===== src/rtl/shift_seq_pkg.sv =====
// Shared types and constants for the multi-cycle shift sequencer.
// The state encoding is fixed at 2 bits.
// SEL_W matches the ShiftSel input of the external 0..3 barrel shifter.
package shift_seq_pkg;

   localparam int unsigned STEP_MAX = 3;
   localparam int unsigned SEL_W    = 2;

   typedef enum logic [1:0] {
      IDLE  = 2'd0,
      SHIFT = 2'd1,
      DONE  = 2'd2
   } state_t;

   // Largest step the shifter can take toward the remaining amount.
   function automatic logic [SEL_W-1:0] step_amt(input int unsigned remain);
      if (remain > STEP_MAX)
         return SEL_W'(STEP_MAX);
      else
         return SEL_W'(remain);
   endfunction

endpackage


===== src/rtl/shift_sequencer.sv =====
// Multi-cycle controller that drives an external 0..3-position left
// shifter to realise left shifts of 0..2^AMT_W-1 positions.
// Each step shifts by min(remain, STEP_MAX), and the result is fed back.
// Optional macro SHIFT_SEQ_OVF_EN adds a sticky out_ovf output.
// out_ovf reports whether any 1 bit was shifted past the MSB.
module shift_sequencer
   import shift_seq_pkg::*;
#(
   parameter int unsigned WIDTH = 16,
   parameter int unsigned AMT_W = 4
) (
   input  logic             clk,
   input  logic             reset_n,
   input  logic             in_valid,
   output logic             in_ready,
   input  logic [WIDTH-1:0] in_operand,
   input  logic [AMT_W-1:0] in_amount,
   output logic [SEL_W-1:0] sh_sel,
   output logic [WIDTH-1:0] sh_operand,
   input  logic [WIDTH-1:0] sh_result,
   output logic             out_valid,
   input  logic             out_ready,
   output logic [WIDTH-1:0] out_result,
`ifdef SHIFT_SEQ_OVF_EN
   output logic             out_ovf,
`endif
   output logic             out_busy
);

   state_t           r_state;
   state_t           w_state_nxt;
   logic [WIDTH-1:0] r_work;
   logic [AMT_W-1:0] r_remain;
   logic [AMT_W-1:0] w_remain_nxt;
   logic [SEL_W-1:0] w_step;
   logic             w_accept;

   assign sh_sel     = w_step;
   assign sh_operand = r_work;
   assign out_result = r_work;

   // State register.
   always_ff @(posedge clk) begin
      if (!reset_n)
         r_state <= IDLE;
      else
         r_state <= w_state_nxt;
   end

   // Next-state logic, handshake outputs and the per-step shift amount.
   always_comb begin
      w_state_nxt  = r_state;
      in_ready     = 1'b0;
      out_valid    = 1'b0;
      out_busy     = 1'b0;
      w_accept     = 1'b0;
      w_step       = '0;
      w_remain_nxt = r_remain;
      case (r_state)
         IDLE: begin
            in_ready = 1'b1;
            if (in_valid) begin
               w_accept    = 1'b1;
               w_state_nxt = (in_amount == '0) ? DONE : SHIFT;
            end
         end
         SHIFT: begin
            out_busy     = 1'b1;
            w_step       = step_amt(32'(r_remain));
            w_remain_nxt = r_remain - AMT_W'(w_step);
            if (w_remain_nxt == '0)
               w_state_nxt = DONE;
         end
         DONE: begin
            out_busy  = 1'b1;
            out_valid = 1'b1;
            if (out_ready)
               w_state_nxt = IDLE;
         end
         default: w_state_nxt = IDLE;
      endcase
   end

   // Working value and remaining amount: load on accept, then iterate.
   always_ff @(posedge clk) begin
      if (!reset_n) begin
         r_work   <= '0;
         r_remain <= '0;
      end else if (w_accept) begin
         r_work   <= in_operand;
         r_remain <= in_amount;
      end else if (r_state == SHIFT) begin
         r_work   <= sh_result;
         r_remain <= w_remain_nxt;
      end
   end

`ifdef SHIFT_SEQ_OVF_EN
   logic r_ovf;
   logic w_lost;

   // The top w_step bits of work leave the word during this step.
   assign w_lost  = (w_step != '0) &&
                    ((r_work >> (WIDTH - 32'(w_step))) != '0);
   assign out_ovf = r_ovf;

   // Sticky overflow flag: cleared on accept, accumulates during SHIFT.
   always_ff @(posedge clk) begin
      if (!reset_n)
         r_ovf <= 1'b0;
      else if (w_accept)
         r_ovf <= 1'b0;
      else if (r_state == SHIFT)
         r_ovf <= r_ovf | w_lost;
   end
`endif

endmodule


===== config.mk =====
export PLATFORM = sky130hd
export DESIGN_NAME = shift_sequencer
export DESIGN_NICKNAME = d
export VERILOG_FILES = /design/src/rtl/shift_seq_pkg.sv /design/src/rtl/shift_sequencer.sv
export SDC_FILE = /design/constraint.sdc
export NUM_CORES = 1
export LEC_CHECK = 0
export ABC_AREA = 1
export CORE_MARGIN = 1
export CORE_UTILIZATION = 41
export DETAILED_ROUTE_END_ITERATION = 7
export PLACE_DENSITY = 0.91
export SLEW_MARGIN = 5
export SYNTH_ARGS = -nofsm -noshare
export SYNTH_HDL_FRONTEND = slang
export SYNTH_SLANG_ARGS = --single-unit

===== constraint.sdc =====
create_clock -name clk -period 2.1 [get_ports clk]
set_input_delay 0.21 -clock clk [delete_from_list [all_inputs] [get_ports clk]]
set_output_delay 0.21 -clock clk [all_outputs]
set_load 0.05 [all_outputs]

* Yosys cells after proc, flatten, opt, wreduce, memory -nomap -nowiden
Cells that the tools add are included.
** Word-level totals
- Register bits :: 22
- Latch bits :: 0
- Bits in writable memories :: 0
- Memory bits (read-only) :: 0
- Input bits :: 40
- Output and inout port bits :: 37
- Word-level logic and storage cells :: 33
- Memories :: 0
** Cells by class
- Add/sub/neg operators :: 1
- $mul :: 0
- Div/mod/pow operators :: 0
- Magnitude comparators :: 1
- Eq/ne operators :: 5
- Shifts and indexed selects :: 0
- Multiplexer cells :: 17
- Bitwise gates (word level) :: 0
- Reduce and logical (&&, ||, !) cells :: 6
** Operators with widths (count)
- two-way mux 16 bit :: 2
- two-way mux 2 bit :: 7
- zero test 4 bit :: 2
- two-way mux 4 bit :: 2
- inequality test 2 bit, second input constant :: 3
- case mux 2 bit (3 select lines) :: 1
- two-way mux 1 bit :: 5
- > comparator 4 x 2 -> 1 bit, second input constant :: 1
- subtractor 4 x 2 -> 4 bit :: 1
- AND reduction 3 bit :: 1
- equality test 2 x 1 -> 1 bit, second input constant :: 1
- equality test 2 bit, second input constant :: 1
- zero test 2 bit :: 1
- nonzero test 2 bit :: 1
- OR reduction 2 bit :: 1

* Longest topological paths before layout
- Depth after elaboration :: 7
- Mapped depth :: 11
- Depth with buffers taken out :: 11

* Least setup slack after synthesis
OpenSTA, ideal clock, no wires.
- Path type :: flip-flop to flip-flop
- Start :: register r_state[0]
- End :: register r_work[12] (netlist: out_result[12])
- Library setup time :: 109 ps
- Arrival time :: 1577 ps
- Data required time :: 1991 ps
- Setup slack :: 414 ps
- Stages on the path, launching flop included :: 11
- Path buffers :: 1
- Clock period less this slack :: 1686 ps
- Cells stage by stage :: dfxtp_1 > inv_1 > ha_1 > nand2_4 > nand2_2 > inv_4 > buf_6 > nand2_1 > nand3_1 > nand2_1 > inv_1
** On the way
- Word-level cells in the longest chain between the ends :: 3
- Elaborated cells on any way between the ends :: 5
- Those cells by class :: eq/ne: 1; mux: 2; reduce/logical: 2
** Ends and longest elaborated chain
- start, declared :: line shift_sequencer.sv:30 : state_t r_state;
- start signal, assigned :: line shift_sequencer.sv:47 : r_state <= w_state_nxt;
- zero test 2 bit :: line shift_sequencer.sv:59 : case (r_state)
- two-way mux 1 bit :: line shift_sequencer.sv:59
- two-way mux 16 bit / nonzero test 2 bit (equally long branches)
- end signal, assigned :: line shift_sequencer.sv:90 : r_work <= in_operand;
- end signal, assigned :: line shift_sequencer.sv:93 : r_work <= sh_result;
- end, declared :: line shift_sequencer.sv:32 : logic [WIDTH-1:0] r_work;
Parallel ways exist; a longest one is shown, timed or not.
A chain may end at the register's enable or synchronous reset.

* Final worst setup path
- Start :: register r_state[0]
- End :: output port out_busy
** On the way
- Word-level cells in the longest chain between the ends :: 3
- Elaborated cells on any way between the ends :: 4
- Those cells by class :: eq/ne: 2; mux: 1; reduce/logical: 1
** Ends and longest elaborated chain
- equality test 2 x 1 -> 1 bit / equality test 2 bit (equally long branches) :: line shift_sequencer.sv:59
- OR reduction 2 bit (no source line) *
- two-way mux 1 bit * :: line shift_sequencer.sv:59
- end, declared :: line shift_sequencer.sv:27 : output logic out_busy
Every way passes the cells marked *; elsewhere a longest branch is shown, timed or not.

==> qor.yml <==
run_status:
  status: "complete, no violations"
cts:
  cts_tree: "built"
  clk_latency_ps: 300
  clkSlewWorstSetupHoldPaths_ps: 110
  cts-htree-levels: 1
  hold_buffers: 0
  cts_max_path_buffers: 2
  numCtsBuffers: 3
  numClockSinks: 22
  cts-root-buf: "clkbuf_4"
  cts_setup_buffers: 0
  ctsResizeCount: 1
setup_path:
  r2r_setup_slack_ps: 580
  crit_buf_inv: 2
  critPathMaxStageDelay_ps: 790
  ff2ff_path_depth: 8
  crit_family: "buffers and inverters"
  cp_max_fo: 3
  arrival_ps: 1800
  end_kind: "primary output"
  reg2reg_from: "r_remain[3]"
  startpoint_type: "flip-flop"
  crit_slowest_cell: "clkdlybuf4s50_1"
  crit_chain: "inv_1 > ha_1 > clkdlybuf4s50_1"
  path_class: "reg -> out"
  required_ps: 1890
  reg2reg_to: "r_state[0]"
hold_path:
  min_path_cells: 2
  holdCritStartpoint: "r_remain[1]"
  min_to: "r_remain[1]"
  hold_class: "reg -> reg"
detailed_routing:
  detail_route.first_pass.iterations: 4
  ant_nets: 0
  drt_iter0_drc: 47
  drt-vias-per-instance: 4.634
  drcViolationCount: 0
  vias: 1432
  drt_wl_total_mm: 3.179
  avgRoutedWirePerCell_um: 10.29
placement:
  port_buffers: 76
  dp_hpwl_mm: 2.487
  place_congestion: 0.7953
synthesis:
  synth_area_um2: 1336
  seq_area_frac_synth_pct: 32.96
  syn_inst: 206
  ys_warn_count: 0
  synth_adder_area_share_pct: 3.745
  synth_xor_area_share_pct: 0
  synth_mux_area_share_pct: 0
  yosys.cell_types.count: 20
  syn-num-nets: 250
  syn_avg_cell_area_um2: 6.487
  synth_top_family_by_area: "simple AND/OR/NAND/NOR gates"
  ys_seq_elements: 22
  yosys.area_share.simple_pct: 35.30
  synth_compound_area_share_pct: 5.431
die:
  die_w_um: 59.09
  core_um2: 3078
  start_util_pct: 43.41
  die_area_um2: 3492
  die_h_um: 59.09
  num_rows: 20
  ioPinCount: 77
global_route:
  grt_pass1_vias: 1188
  grt.overflow.total: 0
  grt_pass1_wl_mm: 4.981
  grt_max_degree: 20
  grt_usage_pct: 18.55
  antenna_found_initial: 0
layout:
  area_delta_synth_final_pct: 50.09
  n_antenna_cell: 0
  nNetsFinal: 311
  drive_above_1_share_pct: 5.660
sta:
  slew_headroom_pct: 65.97
  fmax_mhz: 497.2
  tightest_slew_ps: 508.8
  hold_viol: 0
  final-max-slew-violation-count: 0
  fin_tns_setup_ps: 0
  setup_violations: 0
  finalClockSkew_ps: 1.132
  timing.hold.ws_ps: 517.0
  layout_worst_path_cycle_share_pct: 95.77
  min_period_ps: 2011
  rsz0062_at_grt: "false"
power:
  ir_drop_mv: 0.9328
  p_leak_nw: 0.9777
  power_density_nw_per_um2: 1427
flow_run:
  drv_cap: 0
worst min-delay path, cell delays in order, from the launching register on:
cell	delay, ps
dfxtp_1	350
nand2_1	70
a31oi_1	60
metal layers:
layer	GRT usage, %	vias up	routed length, um
li1	-	733	-
met1	20.49	640	1299
met2	34.90	57	1625
met3	5.677	2	238
met4	3.401	0	16
met5	0	-	0
logic make-up after synthesis:
logic type               Yosys count
AO/OA/AOI/OAI                     12
flip-flops                        22
adder cells (fa/ha/maj)            4
AND/OR/NAND/NOR                  114
buffers and inverters             54
power by group:
group	total, mW	switching, mW	leakage (nW)	internal (mW)
clock	0.189	0.122	0.0138	0.0669
sequential	0.643	0.0994	0.181	0.544
combinational	2.03	1.37	0.783	0.662
state kept, by name (all words and copies together) (netlist names):
register	cells
out_result	16
r_remain	4
r_state	2
cell usage after synthesis:
master	instances	area share (%)
nand2_1	82	23
o21ai_0	2	0.75
o22ai_1	1	0.47
o221ai_1	1	0.66
buf_6	4	3.4
nor2_1	6	1.7
nand3_1	21	7.9
inv_1	29	8.1
a31oi_1	3	1.4
nand2_2	3	1.4
a21oi_1	4	1.5
inv_2	1	0.28
dfxtp_1	22	33
ha_1	4	3.7
o21ai_2	1	0.66
nand2_4	1	0.84
inv_4	3	1.4
nand4_1	1	0.47
buf_4	16	9.0
buf_2	1	0.37
area by class of cell:
class	count	area [um^2]
Fill cell	289	1072
Multi-Input combinational cell	130	594.3
Inverter	33	131.4
Tap cell	44	55.05
Sequential cell	22	440.4
Timing Repair Buffer	77	762.0
Clock buffer	3	22.52
worst max path at each step:
stage	cells after the start	from	slack, ps	endpoint
finish	3	r_state[0]	90	out_busy
global route	3	r_state[1]	0.9	out_busy
CTS	3	r_state[0]	70	out_busy
detailed placement	3	r_state[1]	350	in_ready
global placement	3	r_state[0]	420	in_ready
floorplan	10	r_state[0]	410	out_result[12]
stage by stage:
| step | worst slack (ps) | utilization (%) | cell area [um^2] | cells | power, mW |
|---|---|---|---|---|---|
| 6_report | 88.75 | 65.16 | 2006 | 309 | 2.862 |
| 5_1_grt | 0.8631 | 65.16 | 2006 | 309 | 3.056 |
| 4_1_cts | 67.04 | 65.16 | 2006 | 309 | 2.887 |
| 3_5_place_dp | 346.1 | 64.47 | 1984 | 306 | 2.705 |
| 3_3_place_gp | 415.1 | 64.47 | 1984 | 306 | 2.660 |
| 2_1_floorplan | 414.1 | - | 1336 | 206 | 2.246 |
cells in the final DEF, fill, tap and decap left out:
master / instances
o21ai_2: 1
clkbuf_4: 3
dfxtp_1: 22
inv_1: 29
ha_1: 4
inv_2: 1
nor2_1: 6
o21ai_0: 2
clkdlybuf4s50_1: 73
dlygate4sd2_1: 1
nand2_1: 82
buf_4: 3
nand2_2: 3
a31oi_1: 3
nand2_4: 1
nand3_1: 21
o22ai_1: 1
nand4_1: 1
o221ai_1: 1
inv_4: 3
a21oi_1: 4
(Power assumes the default switching activity.)
==> RTL change 1: new RTL, same flow settings <==
Add a define of `SHIFT_SEQ_OVF_EN`.
--- a/src/rtl/shift_sequencer.sv
+++ b/src/rtl/shift_sequencer.sv
@@ -3,6 +3,8 @@
 // Each step shifts by min(remain, STEP_MAX), and the result is fed back.
 // Optional macro SHIFT_SEQ_OVF_EN adds a sticky out_ovf output.
 // out_ovf reports whether any 1 bit was shifted past the MSB.
+`define SHIFT_SEQ_OVF_EN
+
 module shift_sequencer
    import shift_seq_pkg::*;
 #(
Behaviour (old outputs only; new: out_ovf): unchanged (Yosys induction, for registers that start in step).
==> RTL change 1 against the original RTL <==
Synthesized area up 6.2%; sequential share of layout area decreased by 0.61 points; routed wire length increased by 11%; total power shrank 1.9%; critical path type unchanged; maximum frequency rose by 3.2%; setup slack better by 62 ps; sequential cell count grew 1; utilization grew 2.7 points; die area increased by 6.0%; register-to-register slack worse by 270 ps; sequential power up 0.6%; largest power group unchanged; final area grew 7.5%.
==> RTL change 1: results (changes against the original RTL) <==
[drt]
m1WireLength_mm = 1.50  ; +15%
wl_met3_um = 211  ; -11%
via_per_inst = 4.60  ; -0.79%
avgRoutedWirePerCell_um = 10.8  ; +4.9%
drt_iter0_drc = 85  ; +81%

[placed_design]
pre_cts_ws_ps = 301  ; -45.2 ps
placed_cells = 324  ; +5.9%
port_buffers = 77  ; +1.3%

[sta]
max-slew-margin-rel = 0.657  ; -0.00322
period_share = 0.928  ; -0.0293

[critical_path]
timing.rr.start = r_state[0]
worst-path-max-fanout = 4  ; +1
ff2ff_setup_slack_ps = 310  ; -270 ps
worst_r2r_endpoint = r_remain[2]
setup.worst_path.end = out_valid

[layout]
finalNetCount = 332  ; +6.8%

[synth]
avgSynthCellArea_um2 = 6.36  ; -1.9%
yosysSeqAreaShare = 0.325  ; -0.00507
synthXorXnorAreaFrac = 0.00617  ; +0.00617
synth_fp_nets = 270  ; +8.0%
synth_adder_area_share = 0.0617  ; +0.0243
synthTopCellsByArea = dfxtp_1, nand2_1, inv_1
synthDistinctLibCells = 22  ; +10%

[grt]
use_met3 = 0.0512  ; -0.00560
grt_pass1_wl_mm = 5.96  ; +20%
use_met2 = 0.378  ; +0.0293
grt_max_degree = 21  ; +5.0%
use_met1 = 0.252  ; +0.0468
grt_pass1_vias = 1450  ; +22%
grt_util_all_layers = 0.215  ; +0.0292

[power]
switching_power_mw = 1.51  ; -4.7%
irDropWorstVdd_v = 0.000649  ; -30%
p_leak_nw = 1.04  ; +6.4%

[clock_tree]
path_clk_slew_ps = 130  ; +20 ps

[min_path]
worstHoldStart = out_ovf

[status]
status = complete, no violations

[RTL change 1: tightest hold or removal path, delay by kind of cell, from the launching register on]
kind | cells | cell delay [ps]
compound gates | 1 | 50
buf+inv | 1 | 50
flops | 1 | 330
[RTL change 1: power by group through the flow]
stage	registers, mW	logic (mW)	clock network, mW
6_report	0.647	1.95	0.207
5_1_grt	0.668	2.10	0.236
4_1_cts	0.647	1.97	0.218
3_5_place_dp	0.655	1.96	0
3_3_place_gp	0.649	1.93	0
2_1_floorplan	0.906	1.21	0
[RTL change 1: worst min path at each step]
| stage | to | slack [ps] |
|---|---|---|
| after detailed placement | out_ovf | 440 |
| final | out_ovf | 460 |
| after floorplan | r_remain[3] | 360 |
| after global placement | out_ovf | 430 |
| after global routing | out_ovf | 490 |
| after CTS | out_ovf | 460 |
[RTL change 1: layout make-up]
class,count,area [µm²]
timing repair buffer,80,807
sequential,23,460
fill,315,1020
inverter,39,146
multi-input combinational,138,662
clock buffer,4,26.3
tap,44,55.1
==> RTL change 2: new RTL, config.mk and constraints unchanged <==
Made on the original files. The 3 states of `state_t` get a one-hot encoding in 3 bits.
--- a/src/rtl/shift_seq_pkg.sv
+++ b/src/rtl/shift_seq_pkg.sv
@@ -6,10 +6,10 @@
    localparam int unsigned STEP_MAX = 3;
    localparam int unsigned SEL_W    = 2;
 
-   typedef enum logic [1:0] {
-      IDLE  = 2'd0,
-      SHIFT = 2'd1,
-      DONE  = 2'd2
+   typedef enum logic [2:0] {
+      IDLE  = 3'b001,
+      SHIFT = 3'b010,
+      DONE  = 3'b100
    } state_t;
 
    // Largest step the shifter can take toward the remaining amount.
Formal check against the unedited RTL: no difference found for any inputs over 10 cycles, from zero or initial values and one cycle with reset_n low; not proved beyond that.
==> RTL change 2 against the original RTL <==
Via count down 0.14%; final cell count down 1.9%; setup slack worse by 6.1 ps; synthesized area up 3.3%; total power is 3.6% higher; synthesized cell count shrank 3.4%; sequential cell count increased by 1; largest cell class unchanged; final area up 2.3%; critical endpoint is now out_valid; clock skew is 7.2 ps higher; routed wire length is 6.3% higher.
==> RTL change 2: results (changes against the original RTL) <==
[status]
status = complete, no violations

[grt]
grt_pass1_wl_mm = 5.43  ; +9.0%
use_met2 = 0.373  ; +0.0240
grt_max_degree = 19  ; -5.0%
grt_pass1_vias = 1305  ; +9.8%
grt_antenna_before_repair = 0  ; unchanged
use_met3 = 0.0346  ; -0.0221
use_met1 = 0.229  ; +0.0242
grt_util_all_layers = 0.203  ; +0.0171

[drt]
wl_met3_um = 226  ; -5.0%
dr_wl_met2_mm = 1.71  ; +5.2%
m1WireLength_mm = 1.40  ; +7.9%
totalWireLength_mm = 3.38  ; +6.3%
via_count = 1430  ; -0.14%
drt_iter0_drc = 55  ; +17%
drtPass1Iterations = 4  ; unchanged

[layout]
final_cells = 303  ; -1.9%
layout-drive-gt1-share = 0.104  ; +0.0476
num_antenna_cells = 0  ; unchanged

[power]
p_leak_nw = 0.937  ; -4.1%
switching_power_mw = 1.64  ; +2.9%
irDropWorstVdd_v = 0.000690  ; -26%

[synth]
synthDistinctLibCells = 22  ; +10%
synth-compound-area-share = 0.131  ; +0.0762
synthTopCellsByArea = dfxtp_1, nand2_1, buf_4
synth_fp_nets = 240  ; -4.0%
synth-main-ff-cell = dfxtp_1
synth_mux_area_frac = 0  ; unchanged
synthArstFlopShare = 0  ; unchanged
avgSynthCellArea_um2 = 6.94  ; +6.9%
yosys-top-cells-count = nand2_1, nor2_1, dfxtp_1
yosysSeqAreaShare = 0.334  ; +0.00405
ys_warn_count = 0  ; unchanged
synth_adder_area_share = 0.00907  ; -0.0284

[critical_path]
crit_path_top_delay_cell = clkdlybuf4s50_1
ff2ff_setup_slack_ps = 540  ; -40 ps
arrival_ps = 1810

[clock_tree]
cts-root-buf = clkbuf_4
clk_latency_ps = 310
cts_max_level = 1  ; unchanged
cts_buffer_depth = 2  ; unchanged
postCtsResizedCells = 1  ; unchanged

[placed_design]
hpwl_mm = 2.68  ; +7.8%
port_buffers = 76  ; unchanged
gp_congestion = 0.848  ; +6.6%
dpl_cell_area_um2 = 2020  ; +2.0%

[sta]
fin_skew_ps = 8.34  ; +7.20 ps
max_slew.worst_pin.slew_ps = 519  ; +10.4 ps

[min_path]
holdCritPathClass = in2reg

RTL change 2: cell types whose count changed after synthesis, moves of 3 or more:
cell,change
ha_1,-3
nand2_2,-3
nand3_1,-14
nand2_1,-15
a21oi_2,+10
nor2_1,+20
inv_1,-15
nor2_4,+3
a21oi_1,+6
o21ai_0,+4
RTL change 2: through the flow:
step | setup slack, ps | hold slack (ps)
after global routing | 9.33 | 482
final | 82.6 | 457
after detailed placement | 348 | 474
after global placement | 389 | 474
after floorplan | 436 | 294
after CTS | 29.8 | 457
RTL change 2: worst register-to-register path: stages, from the launching register on:
cell     delay, ps
dfxtp_1        390
inv_1           80
nand2_1        120
nand2_1        110
ha_1           290
inv_1           90
nor2_4          50
nor2_4         130
nand3_1         90
nand2_1         70
nor2_1          40
RTL change 2: cell type report:
type	count	area, µm²
fill	269	1080
timing repair buffer	77	764
multi-input combinational	137	671
sequential	23	460
inverter	18	75.1
tap	44	55.1
clock buffer	4	26.3
RTL change 2: power by group through the flow:
stage / clock (mW) / sequential (mW) / combinational (mW)
6_report: 0.203 / 0.708 / 2.06
4_1_cts: 0.209 / 0.706 / 2.07
3_3_place_gp: 0 / 0.703 / 2.04
3_5_place_dp: 0 / 0.716 / 2.07
5_1_grt: 0.225 / 0.726 / 2.20
2_1_floorplan: 0 / 1.01 / 1.35
RTL change 2: path summary, 6_finish.rpt:
| check | from | endpoint | cells past startpoint |
|---|---|---|---|
| worst max-delay path | r_state[1] | out_valid | 4 |
| worst min-delay path | sh_result[2] | out_result[2] | 3 |
| worst max register to register | r_remain[2] | r_state[2] | 10 |
| worst min register to register | r_remain[1] | r_remain[1] | 2 |
